File: config.mk
export PLATFORM = sky130hd
export DESIGN_NAME = rhd_spi_responder
export DESIGN_NICKNAME = d
export VERILOG_FILES = /design/src/rtl/rhd_spi_responder.sv
export SDC_FILE = /design/constraint.sdc
export NUM_CORES = 1
export LEC_CHECK = 0
export CORE_ASPECT_RATIO = 1.1
export CORE_MARGIN = 1
export CORE_UTILIZATION = 40
export CTS_CLUSTER_SIZE = 20
export DETAILED_ROUTE_END_ITERATION = 8
export GPL_TIMING_DRIVEN = 0
export PLACE_DENSITY = 0.6
export SETUP_SLACK_MARGIN = 0.2
export SYNTH_ARGS = -nofsm -noshare
export SYNTH_HDL_FRONTEND = slang
export SYNTH_SLANG_ARGS = --single-unit
File: constraint.sdc
create_clock -name clk -period 2.25 [get_ports clk]
set_input_delay 0.45 -clock clk [delete_from_list [all_inputs] [get_ports clk]]
set_output_delay 0.45 -clock clk [all_outputs]
set_load 0.01 [all_outputs]
File: src/rtl/rhd_spi_responder.sv
// rhd_spi_responder: emulates the SPI slave side of one Intan RHD2000 chip for loopback testing.
// Ports:
//   clk, rstn          system clock, synchronous active-low reset
//   CS, SCLK, MOSI     asynchronous SPI inputs from the master (CS active-low, SCLK idle low)
//   MISO               response bits; the response to frame N is sent during frame N+2
//   cmd_valid          one-cycle pulse per well-formed 16-bit frame
//   last_cmd           most recent well-formed command
//   frame_error        sticky flag set when CS rises with a bit count other than 16
module rhd_spi_responder #(
    parameter logic [7:0] CHIP_ID = 8'd1,
    parameter bit         DDR     = 1'b1
) (
    input  logic        clk,
    input  logic        rstn,
    input  logic        CS,
    input  logic        SCLK,
    input  logic        MOSI,
    output logic        MISO,
    output logic        cmd_valid,
    output logic [15:0] last_cmd,
    output logic        frame_error
);
    typedef enum logic [1:0] {S_IDLE, S_SHIFT, S_END} state_t;

    // [0] first sync stage, [1] synchronized value, [2] previous synchronized value
    logic [2:0]  cs_sync_q, sclk_sync_q;
    logic [1:0]  mosi_sync_q;
    state_t      state_q, state_d;
    logic [4:0]  bit_cnt_q, bit_cnt_d;
    logic [15:0] rx_sr_q, rx_sr_d, tx_a_q, tx_a_d, tx_b_q, tx_b_d;
    logic [15:0] last_cmd_q, last_cmd_d;
    logic [31:0] st1_q, st1_d, st2_q, st2_d;
    logic [9:0]  samp_cnt_q, samp_cnt_d, sweep_q, sweep_d;
    logic        pend_q, pend_d, miso_q, miso_d, cmd_valid_q, cmd_valid_d;
    logic        frame_error_q, frame_error_d;
    logic [7:0]  regs_q [0:17];
    logic [7:0]  regs_d [0:17];

    logic        cs_rise, cs_fall, sclk_rise, sclk_fall;
    logic [1:0]  op;
    logic [5:0]  addr;
    logic [7:0]  data, rd_val;
    logic [15:0] conv_w;
    logic [31:0] resp;

    assign cs_rise   = ~cs_sync_q[2] & cs_sync_q[1];
    assign cs_fall   = cs_sync_q[2] & ~cs_sync_q[1];
    assign sclk_rise = ~sclk_sync_q[2] & sclk_sync_q[1];
    assign sclk_fall = sclk_sync_q[2] & ~sclk_sync_q[1];

    assign op   = rx_sr_q[15:14];
    assign addr = rx_sr_q[13:8];
    assign data = rx_sr_q[7:0];

    always_comb begin
        rd_val = 8'h00;
        if (addr <= 6'd17)
            rd_val = regs_q[addr[4:0]];
        else
            case (addr)
                6'd40:   rd_val = 8'h49;
                6'd41:   rd_val = 8'h4E;
                6'd42:   rd_val = 8'h54;
                6'd43:   rd_val = 8'h41;
                6'd44:   rd_val = 8'h4E;
                6'd61:   rd_val = 8'h01;
                6'd62:   rd_val = 8'h20;
                6'd63:   rd_val = CHIP_ID;
                default: rd_val = 8'h00;
            endcase
    end

    // Channel 0 opens a sweep: it reports the live sample count and latches it
    // so the remaining channels of that sweep report the same sample number.
    assign conv_w = {addr, addr == 6'd0 ? samp_cnt_q : sweep_q};
    assign resp   = op == 2'b00 ? (addr[5] ? 32'd0 : {conv_w, ~conv_w}) :
                    op == 2'b01 ? 32'd0 :
                    op == 2'b10 ? {2{8'hFF, data}} : {2{8'h00, rd_val}};

    always_comb begin
        state_d       = state_q;
        bit_cnt_d     = bit_cnt_q;
        rx_sr_d       = rx_sr_q;
        tx_a_d        = tx_a_q;
        tx_b_d        = tx_b_q;
        last_cmd_d    = last_cmd_q;
        st1_d         = st1_q;
        st2_d         = st2_q;
        samp_cnt_d    = samp_cnt_q;
        sweep_d       = sweep_q;
        pend_d        = pend_q;
        miso_d        = miso_q;
        cmd_valid_d   = 1'b0;
        frame_error_d = frame_error_q;
        regs_d        = regs_q;
        case (state_q)
            S_IDLE: begin
                miso_d = 1'b0;
                if (cs_fall || pend_q) begin
                    state_d   = S_SHIFT;
                    bit_cnt_d = 5'd0;
                    tx_a_d    = st2_q[31:16];
                    tx_b_d    = st2_q[15:0];
                    miso_d    = st2_q[31];
                    pend_d    = 1'b0;
                end
            end
            S_SHIFT: begin
                if (cs_rise) begin
                    state_d = S_END;
                    miso_d  = 1'b0;
                    if (bit_cnt_q == 5'd16) begin
                        st1_d       = resp;
                        st2_d       = st1_q;
                        cmd_valid_d = 1'b1;
                        last_cmd_d  = rx_sr_q;
                        if (op == 2'b10 && addr <= 6'd17)
                            regs_d[addr[4:0]] = data;
                        if (op == 2'b00 && addr == 6'd0) begin
                            samp_cnt_d = samp_cnt_q + 10'd1;
                            sweep_d    = samp_cnt_q;
                        end
                    end else begin
                        frame_error_d = 1'b1;
                    end
                end else if (sclk_rise) begin
                    rx_sr_d   = {rx_sr_q[14:0], mosi_sync_q[1]};
                    bit_cnt_d = bit_cnt_q == 5'd31 ? bit_cnt_q : bit_cnt_q + 5'd1;
                    if (DDR)
                        miso_d = bit_cnt_q[4] ? 1'b0 : tx_b_q[~bit_cnt_q[3:0]];
                end else if (sclk_fall) begin
                    // bit_cnt already counts this bit's rise, so 15-bit_cnt selects the next A bit
                    miso_d = bit_cnt_q == 5'd16 ? tx_a_q[0] :
                             bit_cnt_q[4] ? 1'b0 : tx_a_q[~bit_cnt_q[3:0]];
                end
            end
            default: begin
                state_d = S_IDLE;
                // a CS fall seen here would be lost by the edge detector, so hold it for IDLE
                if (cs_fall)
                    pend_d = 1'b1;
            end
        endcase
    end

    always_ff @(posedge clk) begin
        if (!rstn) begin
            // synchronizers reset low so a CS already low at reset release is not seen as a new frame
            cs_sync_q     <= '0;
            sclk_sync_q   <= '0;
            mosi_sync_q   <= '0;
            state_q       <= S_IDLE;
            bit_cnt_q     <= '0;
            rx_sr_q       <= '0;
            tx_a_q        <= '0;
            tx_b_q        <= '0;
            last_cmd_q    <= '0;
            st1_q         <= '0;
            st2_q         <= '0;
            samp_cnt_q    <= '0;
            sweep_q       <= '0;
            pend_q        <= 1'b0;
            miso_q        <= 1'b0;
            cmd_valid_q   <= 1'b0;
            frame_error_q <= 1'b0;
            for (int i = 0; i < 18; i++)
                regs_q[i] <= '0;
        end else begin
            cs_sync_q     <= {cs_sync_q[1:0], CS};
            sclk_sync_q   <= {sclk_sync_q[1:0], SCLK};
            mosi_sync_q   <= {mosi_sync_q[0], MOSI};
            state_q       <= state_d;
            bit_cnt_q     <= bit_cnt_d;
            rx_sr_q       <= rx_sr_d;
            tx_a_q        <= tx_a_d;
            tx_b_q        <= tx_b_d;
            last_cmd_q    <= last_cmd_d;
            st1_q         <= st1_d;
            st2_q         <= st2_d;
            samp_cnt_q    <= samp_cnt_d;
            sweep_q       <= sweep_d;
            pend_q        <= pend_d;
            miso_q        <= miso_d;
            cmd_valid_q   <= cmd_valid_d;
            frame_error_q <= frame_error_d;
            regs_q        <= regs_d;
        end
    end

    assign MISO        = miso_q;
    assign cmd_valid   = cmd_valid_q;
    assign last_cmd    = last_cmd_q;
    assign frame_error = frame_error_q;
endmodule

==> results.py <==
metrics = {
    "setup_path": {
        "r2r_end": "st1_q[23]",
        "start_kind": "flip-flop",
        "crit_type": "flip-flop to flip-flop",
        "rr_startpoint": "rx_sr_q[9]",
        "rrSetupSlack_ns": -0.06,
        "cp.required_ns": 2.64,
        "r2r_cells": 9,
        "worstPathArrival_ns": 2.70,
        "cp_max_fo": 6,
        "endpoint_kind": "flip-flop",
    },
    "clock_network": {
        "cts.clk_slew.worst_paths_ns": 0.07,
        "cts_buffer_depth": 3,
        "clkLatencyLatePin_ns": 0.53,
        "cts_hold_buffers": 0,
        "cts_buffers": 35,
        "root_buffer": "clkbuf_16",
        "cts_max_level": 2,
        "clkSinkCount": 311,
        "cts_tree": "built",
    },
    "hold_path": {
        "min_to": "st1_q[5]",
        "min_path_type": "input pin to flip-flop",
        "worstHoldStart": "rstn",
        "min_path_cells": 2,
    },
    "placed_design": {
        "dp_cells": 2081,
        "dp_worst_setup_slack_ns": -0.741,
        "dp_hpwl_um": 33300,
        "portBuffers": 22,
        "gp_congestion": 0.935,
    },
    "sta": {
        "final.setup.worst_slack_ns": -0.0592,
        "fin_skew_ns": 0.0194,
        "fmax_mhz": 433,
        "hold_viol": 0,
        "rsz0062_at_grt": "true",
        "finalMaxSlewViolations": 0,
        "holdWs_ns": 0.423,
        "setup_viol": 2,
        "finalCritPeriodShare_pct": 103,
        "period_needed_ns": 2.31,
        "relSlewSlack_pct": 4.13,
        "worst_pin_slew_ns": 1.44,
    },
    "yosys": {
        "ys_ff_latch": 311,
        "netlist_area_um2": 13700,
        "synth_edf_count": 0,
        "synthDistinctLibCells": 78,
        "ys_seq_area_share_pct": 45.3,
        "syn_inst": 1627,
        "async_flop_share_pct": 0,
        "synth_fp_nets": 1636,
        "ys.flop_type": "dfxtp_1",
        "ys_warn_count": 0,
        "syn_avg_cell_area_um2": 8.45,
    },
    "finish": {
        "fillers": 2914,
        "seq_area_um2": 6240,
        "n_antenna_cell": 0,
        "final_net_count": 1813,
        "multi_input_area_um2": 8420,
        "drive_gt1_share_pct": 35.2,
        "instances_no_fill": 2259,
        "syn_to_final_growth_pct": 39.7,
    },
    "global_route": {
        "antenna_found_initial": 0,
        "grt-ovfl-total": 0,
        "grt_pass1_vias": 12600,
        "grt_pass1_wl_um": 76500,
        "track_usage_pct": 28.8,
        "grt_max_degree": 15,
    },
    "drt": {
        "drc": 0,
        "firstDrtPassIters": 7,
        "viasPerCell": 5.99,
        "wirelength_um": 53400,
        "final_antenna_net_count": 0,
        "drt_iter0_drc": 1306,
        "vias": 13500,
        "wire_per_inst_um": 23.6,
    },
    "floorplanning": {
        "dieWidth_um": 179,
        "fp-row-count": 70,
        "core_area_um2": 33500,
        "start_util_pct": 41.0,
        "die-height_um": 196,
        "boundaryPins": 24,
        "dieArea_um2": 35100,
    },
    "outcome": {
        "status": "finished with violations",
        "violations": "setup timing",
    },
    "power": {
        "ir_worst_vdd_mv": 0.609,
        "p_leak_nw": 6.30,
        "powerDensity_nw_per_um2": 618,
        "p_total_mw": 11.9,
    },
    "job": {
        "maxCapViolations": 0,
    },
}
[registers in the layout, indices dropped and copies added (netlist names), 2 cells and up]
name,cells
tx_b_q,16
cs_sync_q,3
last_cmd,16
mosi_sync_q,2
rx_sr_q,16
state_q,2
tx_a_q,16
sclk_sync_q,3
st2_q,32
regs_q,144
sweep_q,10
bit_cnt_q,5
st1_q,32
samp_cnt_q,10
[report_power, final]
part,total [mW],internal (mW),switching (mW)
registers,5.52,5.51,0.00517
clock network,6.17,3.83,2.34
logic,0.190,0.0309,0.159
[cell families (layout without fill, tap and decap cells)]
logic type,Yosys count,count (layout),synth area share [%]
buffers and inverters,152,351,5.06
multiplexers,87,87,9.39
adder cells (fa/ha/maj),4,4,0.364
AO/OA/AOI/OAI,458,458,18.4
flip-flops,311,311,45.3
XOR/XNOR,9,9,0.574
AND/OR/NAND/NOR,606,607,20.9
[worst max path at each step]
stage	cells after the start	startpoint	end	slack, ns
2_1_floorplan	9	bit_cnt_q[0]	regs_q[135]	0.21
3_3_place_gp	9	bit_cnt_q[0]	regs_q[127]	-0.73
3_5_place_dp	9	bit_cnt_q[0]	regs_q[88]	-0.74
4_1_cts	7	rx_sr_q[8]	st1_q[23]	0.04
5_1_grt	10	bit_cnt_q[1]	regs_q[116]	-0.07
6_report	9	rx_sr_q[9]	st1_q[23]	-0.06
[cells in the mapped netlist, types with 14 or more instances]
library cell / number / area share, %
a21oi_1: 284 / 10
buf_2: 31 / 1.1
clkbuf_1: 90 / 2.5
dfxtp_1: 311 / 45
mux2_2: 16 / 1.3
mux2i_1: 39 / 2.8
mux4_2: 32 / 5.2
nand2_1: 382 / 10
nand3_1: 81 / 2.9
nand4_1: 14 / 0.64
nor2_1: 43 / 1.2
o21ai_0: 99 / 3.6
[layout by cell type, fill, tap and decap left out, types with 8 or more instances in the layout]
| cell | Yosys | layout |
|---|---|---|
| a21oi_1 | 284 | 178 |
| a21oi_2 | 1 | 106 |
| and2_1 | 11 | 10 |
| buf_12 | 0 | 26 |
| buf_16 | 0 | 8 |
| buf_2 | 31 | 11 |
| buf_4 | 3 | 64 |
| buf_6 | 10 | 48 |
| buf_8 | 0 | 11 |
| clkbuf_1 | 90 | 65 |
| clkbuf_16 | 0 | 42 |
| clkbuf_2 | 0 | 13 |
| clkbuf_8 | 0 | 10 |
| clkdlybuf4s50_1 | 0 | 22 |
| dfxtp_1 | 311 | 305 |
| mux2_2 | 16 | 14 |
| mux2i_1 | 39 | 26 |
| mux4_2 | 32 | 32 |
| nand2_1 | 382 | 322 |
| nand2_2 | 0 | 47 |
| nand2_4 | 0 | 13 |
| nand3_1 | 81 | 11 |
| nand3_2 | 0 | 58 |
| nand3_4 | 1 | 13 |
| nand4_1 | 14 | 14 |
| nor2_1 | 43 | 39 |
| nor4_4 | 8 | 8 |
| o211ai_1 | 11 | 11 |
| o21ai_0 | 99 | 55 |
| o21ai_1 | 1 | 27 |
| o21ai_2 | 0 | 18 |
[critical path, cell delays in order (launching register included)]
cell and delay, ns:
dfxtp_2 0.34, buf_12 0.13, buf_12 0.13, buf_6 0.12
buf_12 0.14, mux2i_1 0.39, a22oi_1 0.15, a41o_1 0.34
a221oi_4 0.32, a21oi_1 0.11
[what timing repair did]
action	CTS	global route
gates resized for setup	286	343
pin swaps	144	139
cloned	9	10
setup endpoints to repair	246	249
buffers inserted	61	38
hold endpoints to repair	0	0
[per-layer routing]
layer  wire, um  GRT usage [%]  part of all wire, %
met3       4320           5.13                  8.1
met2      24700           46.4                   46
met4       3880           17.3                  7.3
met5          0              0                    0
met1      20400           35.8                   38
[final cells by class]
type / instances / share of cell area [%]
Multi-Input combinational cell: 1165 / 43.9
Sequential cell: 311 / 32.5
Timing Repair Buffer: 139 / 8.57
Buffer: 143 / 5.54
Clock buffer: 48 / 5.45
Tap cell: 432 / 2.81
Clock inverter: 12 / 1.07
Inverter: 9 / 0.221
[per-stage QoR]
step | instance area [um2] | TNS (ns) | util, %
after floorplan | 13800 | 0 | -
after global placement | 14500 | -126.99 | 43.3
after detailed placement | 14500 | -129.23 | 43.3
after CTS | 17600 | 0 | 52.3
after global routing | 19200 | -0.859 | 57.3
final | 19200 | -0.0861 | 57.3
(Power assumes the default switching activity.)
